$ cat config.mk
export PLATFORM = sky130hd
export DESIGN_NAME = pi_pwm_driver_flat
export DESIGN_NICKNAME = d
export VERILOG_FILES = /design/src/rtl/pi_pwm_driver_if.sv /design/src/rtl/pi_pwm_driver.sv /design/src/flat_wrapper.sv
export SDC_FILE = /design/constraint.sdc
export NUM_CORES = 1
export LEC_CHECK = 0
export BUFFER_PORTS_ARGS = -buffer_cell sky130_fd_sc_hd__buf_2
export CORE_MARGIN = 2
export CORE_UTILIZATION = 50
export DETAILED_ROUTE_END_ITERATION = 16
export PLACE_DENSITY = 0.81
export RECOVER_POWER = 100
export SLEW_MARGIN = 20
export SYNTH_ARGS = -nofsm -noshare
export SYNTH_HDL_FRONTEND = slang
export SYNTH_SLANG_ARGS = --single-unit
$ cat constraint.sdc
create_clock -name clk -period 2.21 [get_ports clk]
set_clock_uncertainty 0.2 [all_clocks]
set_input_delay 0.442 -clock clk [delete_from_list [all_inputs] [get_ports clk]]
set_output_delay 0.442 -clock clk [all_outputs]
set_load 0.03 [all_outputs]
$ cat src/rtl/pi_pwm_driver_if.sv
`default_nettype none
// ============================================================================
//  Module   : pi_pwm_driver_if
//  Purpose  : Bundles the controller-side sample input, the run enable and
//             the PWM-side outputs of pi_pwm_driver.
//  Revision : 1.0 - initial release
// ============================================================================
interface pi_pwm_driver_if #(
   parameter int IN_W  = 32,
   parameter int CNT_W = 16
);
   logic [IN_W-1:0]  u_in;
   logic             u_valid;
   logic             enable;
   logic             pwm_hi;
   logic             pwm_lo;
   logic             period_start;
   logic [CNT_W-1:0] duty_cur;
   logic             sat_flag;

   // Upstream controller / system side
   modport master (
      output u_in, u_valid, enable,
      input  pwm_hi, pwm_lo, period_start, duty_cur, sat_flag
   );

   // PWM driver side
   modport slave (
      input  u_in, u_valid, enable,
      output pwm_hi, pwm_lo, period_start, duty_cur, sat_flag
   );
endinterface
`default_nettype wire

$ cat src/rtl/pi_pwm_driver.sv
`default_nettype none
// ============================================================================
//  Module   : pi_pwm_driver
//  Purpose  : Saturates/scales the PI controller output to a duty count,
//             double-buffers it per PWM period and drives a complementary
//             gate pair with dead time, plus a once-per-period strobe.
//  Revision : 1.0 - initial release
// ============================================================================
module pi_pwm_driver #(
   parameter int IN_W     = 32,
   parameter int CNT_W    = 16,
   parameter int PERIOD   = 1000,
   parameter int SHIFT    = 0,
   parameter int DEADTIME = 4
) (
   input  wire                 clk,
   input  wire                 rst,
   pi_pwm_driver_if.slave      bus
);

   // Timer holds DEADTIME-1 down to 0, so a dead state spans DEADTIME cycles
   localparam int TMR_W = (DEADTIME > 1) ? $clog2(DEADTIME) : 1;
   localparam logic [TMR_W-1:0]       C_DT_RELOAD = TMR_W'(DEADTIME - 1);
   localparam logic [CNT_W-1:0]       C_CNT_LAST  = CNT_W'(PERIOD - 1);
   localparam logic [CNT_W-1:0]       C_DUTY_MAX  = CNT_W'(PERIOD);
   localparam logic signed [IN_W-1:0] C_PERIOD_S  = IN_W'(PERIOD);

   // Reject configurations the dead-time and period logic cannot honour
   if (DEADTIME < 1) begin : g_bad_deadtime
      $error("pi_pwm_driver: DEADTIME must be at least 1");
   end
   if (PERIOD < 2) begin : g_bad_period
      $error("pi_pwm_driver: PERIOD must be at least 2");
   end

   typedef enum logic [2:0] {
      ST_OFF        = 3'd0,
      ST_DEAD_TO_LO = 3'd1,
      ST_LO_ON      = 3'd2,
      ST_DEAD_TO_HI = 3'd3,
      ST_HI_ON      = 3'd4
   } state_t;

   logic signed [IN_W-1:0] shifted_w;
   logic [CNT_W-1:0]       clamped_w;
   logic                   clamp_hit_w;
   logic                   wrap_w;
   logic                   raw_w;

   logic [CNT_W-1:0]       cnt_q,          cnt_d;
   logic [CNT_W-1:0]       duty_pending_q;
   logic [CNT_W-1:0]       duty_active_q,  duty_active_d;
   logic                   sat_q;
   logic                   period_start_q;
   state_t                 state_q,        state_d;
   logic [TMR_W-1:0]       timer_q,        timer_d;
   logic                   from_hi_q,      from_hi_d;
   logic                   hi_q,           hi_d;
   logic                   lo_q,           lo_d;

   // Scale and clamp the incoming sample into the 0..PERIOD duty range
   always_comb begin
      shifted_w   = $signed(bus.u_in) >>> SHIFT;
      clamped_w   = shifted_w[CNT_W-1:0];
      clamp_hit_w = 1'b0;
      if (shifted_w < 0) begin
         clamped_w   = '0;
         clamp_hit_w = 1'b1;
      end else if (shifted_w > C_PERIOD_S) begin
         clamped_w   = C_DUTY_MAX;
         clamp_hit_w = 1'b1;
      end
   end

   // Capture accepted samples into the pending duty and saturation flag
   always_ff @(posedge clk or posedge rst) begin
      if (rst) begin
         duty_pending_q <= '0;
         sat_q          <= 1'b0;
      end else if (bus.u_valid) begin
         duty_pending_q <= clamped_w;
         sat_q          <= clamp_hit_w;
      end
   end

   // Period counter; held at zero while disabled so a restart begins a fresh period
   always_comb begin
      wrap_w = bus.enable && (cnt_q == C_CNT_LAST);
      cnt_d  = '0;
      if (bus.enable && !wrap_w) begin
         cnt_d = cnt_q + CNT_W'(1);
      end
   end

   // Shadow duty: reload only at the period boundary; a sample arriving on the
   // boundary cycle bypasses the pending register so it is not lost a period
   always_comb begin
      duty_active_d = duty_active_q;
      if (!bus.enable) begin
         duty_active_d = duty_pending_q;
      end else if (wrap_w) begin
         duty_active_d = bus.u_valid ? clamped_w : duty_pending_q;
      end
   end

   // Counter, active duty and period strobe registers
   always_ff @(posedge clk or posedge rst) begin
      if (rst) begin
         cnt_q          <= '0;
         duty_active_q  <= '0;
         period_start_q <= 1'b0;
      end else begin
         cnt_q          <= cnt_d;
         duty_active_q  <= duty_active_d;
         period_start_q <= wrap_w;
      end
   end

   assign raw_w = (cnt_q < duty_active_q);

   // Dead-time FSM next state; gate outputs are decoded from the next state
   // so that they come straight out of flops
   always_comb begin
      state_d   = state_q;
      timer_d   = timer_q;
      from_hi_d = from_hi_q;
      if (!bus.enable) begin
         state_d   = ST_OFF;
         timer_d   = '0;
         from_hi_d = 1'b0;
      end else begin
         case (state_q)
            ST_OFF: begin
               state_d   = ST_DEAD_TO_LO;
               timer_d   = C_DT_RELOAD;
               from_hi_d = 1'b0;
            end
            ST_DEAD_TO_LO: begin
               if (from_hi_q && raw_w) begin
                  // Low side never turned on, high side may resume at once
                  state_d = ST_HI_ON;
               end else if (timer_q == '0) begin
                  if (raw_w) begin
                     state_d = ST_DEAD_TO_HI;
                     timer_d = C_DT_RELOAD;
                  end else begin
                     state_d = ST_LO_ON;
                  end
               end else begin
                  timer_d = timer_q - TMR_W'(1);
               end
            end
            ST_LO_ON: begin
               if (raw_w) begin
                  state_d = ST_DEAD_TO_HI;
                  timer_d = C_DT_RELOAD;
               end
            end
            ST_DEAD_TO_HI: begin
               if (!raw_w) begin
                  // Pulse shorter than the dead time is suppressed
                  state_d = ST_LO_ON;
               end else if (timer_q == '0) begin
                  state_d = ST_HI_ON;
               end else begin
                  timer_d = timer_q - TMR_W'(1);
               end
            end
            ST_HI_ON: begin
               if (!raw_w) begin
                  state_d   = ST_DEAD_TO_LO;
                  timer_d   = C_DT_RELOAD;
                  from_hi_d = 1'b1;
               end
            end
            default: begin
               state_d = ST_OFF;
               timer_d = '0;
            end
         endcase
      end
      hi_d = (state_d == ST_HI_ON);
      lo_d = (state_d == ST_LO_ON);
   end

   // Dead-time FSM state, timer and registered gate drives
   always_ff @(posedge clk or posedge rst) begin
      if (rst) begin
         state_q   <= ST_OFF;
         timer_q   <= '0;
         from_hi_q <= 1'b0;
         hi_q      <= 1'b0;
         lo_q      <= 1'b0;
      end else begin
         state_q   <= state_d;
         timer_q   <= timer_d;
         from_hi_q <= from_hi_d;
         hi_q      <= hi_d;
         lo_q      <= lo_d;
      end
   end

   assign bus.pwm_hi       = hi_q;
   assign bus.pwm_lo       = lo_q;
   assign bus.period_start = period_start_q;
   assign bus.duty_cur     = duty_active_q;
   assign bus.sat_flag     = sat_q;

endmodule
`default_nettype wire

$ cat src/flat_wrapper.sv
// flat-port wrapper written by rule: the top's interface ports become plain ports
module pi_pwm_driver_flat 
#(
   parameter int IN_W     = 32,
   parameter int CNT_W    = 16,
   parameter int PERIOD   = 1000,
   parameter int SHIFT    = 0,
   parameter int DEADTIME = 4
)
  (clk, rst, bus_u_in, bus_u_valid, bus_enable, bus_pwm_hi, bus_pwm_lo, bus_period_start, bus_duty_cur, bus_sat_flag);
  pi_pwm_driver_if #(.IN_W(IN_W), .CNT_W(CNT_W)) bus_i ();
  input  wire clk;
  input  wire rst;
  input wire logic [$bits(bus_i.u_in)-1:0] bus_u_in;
  input wire logic [$bits(bus_i.u_valid)-1:0] bus_u_valid;
  input wire logic [$bits(bus_i.enable)-1:0] bus_enable;
  output wire logic [$bits(bus_i.pwm_hi)-1:0] bus_pwm_hi;
  output wire logic [$bits(bus_i.pwm_lo)-1:0] bus_pwm_lo;
  output wire logic [$bits(bus_i.period_start)-1:0] bus_period_start;
  output wire logic [$bits(bus_i.duty_cur)-1:0] bus_duty_cur;
  output wire logic [$bits(bus_i.sat_flag)-1:0] bus_sat_flag;
  assign bus_i.u_in = bus_u_in;
  assign bus_i.u_valid = bus_u_valid;
  assign bus_i.enable = bus_enable;
  assign bus_pwm_hi = bus_i.pwm_hi;
  assign bus_pwm_lo = bus_i.pwm_lo;
  assign bus_period_start = bus_i.period_start;
  assign bus_duty_cur = bus_i.duty_cur;
  assign bus_sat_flag = bus_i.sat_flag;
  pi_pwm_driver #(.IN_W(IN_W), .CNT_W(CNT_W), .PERIOD(PERIOD), .SHIFT(SHIFT), .DEADTIME(DEADTIME)) u_core (.clk(clk), .rst(rst), .bus(bus_i));
endmodule
==> impl_results.rst <==
.. list-table::
   :header-rows: 1

   * - Metric
     - Value
   * - Required time of the worst setup path
     - 2220 ps
   * - Transition at the pin with the smallest max-transition slack
     - 625 ps
   * - Number of antenna violations at the first check in global routing
     - 0
   * - Starting utilization of the core area
     - 0.509
   * - Y dimension of the die
     - 83.7 um
   * - Clock-pin slew of the registers on the worst-case setup and hold paths
     - about 70 ps
   * - Seq/Total Area, Yosys
     - 0.457
   * - Nature of the critical path startpoint
     - register
   * - Worst endpoint data arrival time
     - 2300 ps
   * - Vias after detailed routing
     - 2877
   * - Cell Area, Synth
     - 3180 um^2
   * - Maximum VDD drop
     - 0.394 mV
   * - Diode insertion count for antenna repair
     - 0
   * - Starting DRC count in detailed routing
     - ~270
   * - Classification of the worst setup path
     - register to register
   * - Final setup violation count
     - 4
   * - Final standard cell utilization of the core
     - 0.671
   * - Area share of the largest cell type after synthesis
     - 0.457
   * - Number of antenna-violating nets in the routed design
     - 0
   * - Clock sink count
     - 58
   * - Detailed-route DRC error count
     - 0
   * - # port buffers
     - 55
   * - Count of standard-cell rows
     - 29
   * - Share of synthesized flip-flops with an asynchronous set or reset
     - 1.00
   * - RSZ-0062 raised after global routing
     - true
   * - Achievable frequency
     - about 440 MHz
   * - Number of warning messages in the yosys log
     - 0
   * - Standard cell core area
     - 6240 um^2
   * - Later-pin clock latency in the skew report
     - 330 ps
   * - Top flip-flop cell by instance count after synthesis
     - sky130_fd_sc_hd__dfrtp_1
   * - Final global-route overflow total
     - 0
   * - Weighted congestion reported at the end of routability-driven placement
     - 0.874
   * - Max-capacitance violation count
     - 0
   * - H-tree level count
     - 3
   * - CTS Root Buffer Type
     - sky130_fd_sc_hd__clkbuf_8
   * - Synthesis-stage register bit count
     - 58
   * - Die Outline Area
     - between 7000 and 8000 um^2
   * - Relative max-transition margin
     - 0.583
   * - Layout net count
     - slightly below 500
   * - Minimum setup slack in the final design
     - -80.2 ps
   * - Net count after synthesis
     - 393
   * - Layout fillers
     - approximately 490
   * - Period Utilization, post-route
     - 1.04
   * - PD cells
     - 616 nW/um^2
   * - Final Hold Fails
     - 0
   * - Via count of the first global-routing pass
     - 2866
   * - Avg WL per Cell
     - 14.7 um
   * - Final Instance Count excl. Fillers
     - around 520
   * - Final HPWL from detailed placement
     - 5.44 mm
   * - Syn avg cell area
     - 9.34 um^2
   * - Status
     - finished, violations left
   * - Crit-path max FO
     - 5
   * - Die Span X
     - 83.7 um
   * - Number of buffers and inverters on the critical path
     - 2
   * - Wirelength, routed
     - 7.64 mm
   * - Violated checks
     - setup timing
   * - Number of enable flip-flop cells after synthesis
     - 0
   * - Critical path cell sequence
     - ha_1 -> nand4_1 -> a31oi_1 -> o21bai_2 -> buf_4 -> nand2_2 -> buf_4 -> o311ai_0 -> o211a_1
   * - Buffer depth of the longest clock path
     - 2
   * - Area growth from synthesis to layout
     - 32.0%
   * - Crit-path slowest cell
     - sky130_fd_sc_hd__dfrtp_1
   * - Global-route usage over all layers
     - 0.224
   * - Total I/O pin count
     - 56
   * - Maximum number of pins on one net before global-route repair
     - 44
   * - Minimum setup slack among reg-to-reg paths
     - -80 ps
   * - Crit end category
     - register
   * - Pre-CTS setup slack
     - -257 ps
   * - Fraction of layout instances using a drive strength above 1
     - 0.292
   * - Leak
     - between 0.0015 and 0.002 uW
   * - Clock period minus final worst setup slack
     - 2290 ps
   * - Largest cells by area after synthesis
     - sky130_fd_sc_hd__dfrtp_1 (46%), sky130_fd_sc_hd__ha_1 (6.7%), sky130_fd_sc_hd__nor2_1 (3.7%), sky130_fd_sc_hd__inv_1 (3.5%), sky130_fd_sc_hd__a21oi_1 (3.2%)
   * - Wire length of the first global-routing pass
     - roughly 13 mm
   * - TritonCTS clock tree
     - built
   * - Class of the tightest hold or removal check
     - input port to register
   * - Detailed-route vias per instance
     - 5.54
   * - Cell count after synthesis
     - 340
   * - Final slew viol count
     - 0
   * - Biggest cell delay along the critical path
     - 400 ps
   * - Fin Setup TNS
     - -207 ps
   * - Cell class contributing the biggest share of worst-path delay
     - compound AO/OA/AOI/OAI gates
   * - Count of distinct cell types in the synthesized netlist
     - 50
   * - Most frequent CP cell
     - sky130_fd_sc_hd__buf_4
   * - Total clock buffers created by CTS
     - 9
   * - Initial DRT Pass Iterations
     - 4
   * - Largest area contributor in the synthesized netlist
     - sky130_fd_sc_hd__dfrtp_1
   * - Cell Count Post-Placement
     - 500
## where the power goes
group	internal, uW	total, uW	switching [uW]	leakage, uW
Combinational	149	349	199	0.00101
Clock	662	1090	429	0.000109
Sequential	1100	1140	42.1	0.000757
Total	1910	2580	670	0.00188
## area by class of cell
cell class | count | area [um^2] | share of cell area
repair buffers | 98 | 607 | 0.145
multi-input cells | 239 | 1690 | 0.403
clock inverters | 5 | 77.6 | 0.0185
clock buffers | 11 | 141 | 0.0337
well taps | 77 | 96.3 | 0.0230
inverters | 31 | 116 | 0.0278
flip-flops and latches | 58 | 1470 | 0.350
## layout by cell type (no fill, tap or decap), types with 4 or more instances in the layout
| cell | count |
|---|---|
| sky130_fd_sc_hd__buf_2 | 34 |
| sky130_fd_sc_hd__o211ai_1 | 5 |
| sky130_fd_sc_hd__a22oi_1 | 5 |
| sky130_fd_sc_hd__dfrtp_1 | 47 |
| sky130_fd_sc_hd__a31o_1 | 4 |
| sky130_fd_sc_hd__ha_1 | 11 |
| sky130_fd_sc_hd__o21ai_1 | 16 |
| sky130_fd_sc_hd__clkbuf_8 | 10 |
| sky130_fd_sc_hd__nand2_1 | 21 |
| sky130_fd_sc_hd__o22ai_1 | 5 |
| sky130_fd_sc_hd__xor2_1 | 9 |
| sky130_fd_sc_hd__o21ai_0 | 11 |
| sky130_fd_sc_hd__dfrtp_2 | 11 |
| sky130_fd_sc_hd__nor2b_1 | 9 |
| sky130_fd_sc_hd__inv_1 | 27 |
| sky130_fd_sc_hd__a21oi_1 | 20 |
| sky130_fd_sc_hd__buf_4 | 37 |
| sky130_fd_sc_hd__nand4_1 | 9 |
| sky130_fd_sc_hd__nor2_1 | 31 |
| sky130_fd_sc_hd__clkbuf_1 | 22 |
| sky130_fd_sc_hd__a311oi_1 | 4 |
| sky130_fd_sc_hd__nor3_1 | 4 |
| sky130_fd_sc_hd__nor4_1 | 5 |
| sky130_fd_sc_hd__nand3_1 | 10 |
| sky130_fd_sc_hd__ha_4 | 6 |
| sky130_fd_sc_hd__xnor2_1 | 4 |
## synthesized netlist by cell type (all sizes together), types with 2 or more instances
cell type,instances
nor3b,3
dfrtp,58
o21a,3
nor3,5
nand3b,3
and3,2
a21oi,20
xnor2,4
xor2,9
nor2b,10
inv,30
or3,3
o211ai,5
a31o,5
ha,17
a22oi,5
clkbuf,9
mux2,4
or4,3
nand2b,3
buf,3
a311oi,4
o21ai,28
o22ai,5
nor4,7
nand4,9
nand3,11
a31oi,4
nor2,32
nand2,22
## through the flow
step           power (uW)  hold WS, ps  area (um^2)
4_1_cts              2590          162         4170
2_1_floorplan        1360          245         3230
5_1_grt              2690          174         4190
6_report             2580          172         4190
3_3_place_gp         1490          238         3870
3_5_place_dp         1500          246         3870
## cells by family (layout without fill, tap and decap cells)
family	count (synthesis)	count (layout)	synth area share
AOI/OAI and AO/OA	89	89	0.176
adders and majority gates	17	17	0.0670
DFF	58	58	0.457
muxes	4	4	0.0142
xor gates and xnor gates	13	13	0.0359
buffers and inverters	43	145	0.0559
and+or+nand+nor	116	116	0.194
## flip-flops by register name, indices dropped and copies added (netlist names)
| register | count |
|---|---|
| u_core.bus.sat_flag | 1 |
| u_core.from_hi_q | 1 |
| u_core.cnt_q | 16 |
| u_core.bus.pwm_lo | 1 |
| u_core.bus.period_start | 1 |
| u_core.bus.pwm_hi | 1 |
| u_core.state_q | 3 |
| u_core.duty_pending_q | 16 |
| u_core.timer_q | 2 |
| u_core.bus.duty_cur | 16 |
## worst register-to-register path, cell delays in order, from the launching register on
cell                       delay [ps]
sky130_fd_sc_hd__dfrtp_1          400
sky130_fd_sc_hd__ha_1             310
sky130_fd_sc_hd__nand4_1          190
sky130_fd_sc_hd__a31oi_1          260
sky130_fd_sc_hd__o21bai_2         140
sky130_fd_sc_hd__buf_4            160
sky130_fd_sc_hd__nand2_2           50
sky130_fd_sc_hd__buf_4            140
sky130_fd_sc_hd__o311ai_0         150
sky130_fd_sc_hd__o211a_1          170
## final timing paths
check                                           from                        to  depth (start not counted)
max in group asynchronous                        rst    u_core.bus.duty_cur[6]                          4
min reg2reg                u_core.duty_pending_q[15]   u_core.bus.duty_cur[15]                          2
max                                  u_core.cnt_q[9]         u_core.timer_q[0]                          9
min in group asynchronous                        rst         u_core.state_q[1]                          3
max reg2reg                          u_core.cnt_q[9]         u_core.timer_q[0]                          9
min                                      bus_u_in[2]  u_core.duty_pending_q[2]                          2
## per-layer routing
layer,up-vias,global-route usage,routed length (um)
met3,17,0.0435,362
met4,0,0.104,164
li1,1406,-,-
met2,103,0.370,3710
met1,1351,0.284,3410
met5,-,0,0
## timing repair
item                                    CTS  global route
buffers inserted                          0             2
endpoints found under the hold margin    15             0
endpoints found under the setup margin    2            19
hold buffers                              1             0
gates resized for setup                   6            15
pin swaps                                 7             7
(Power assumes the default switching activity.)
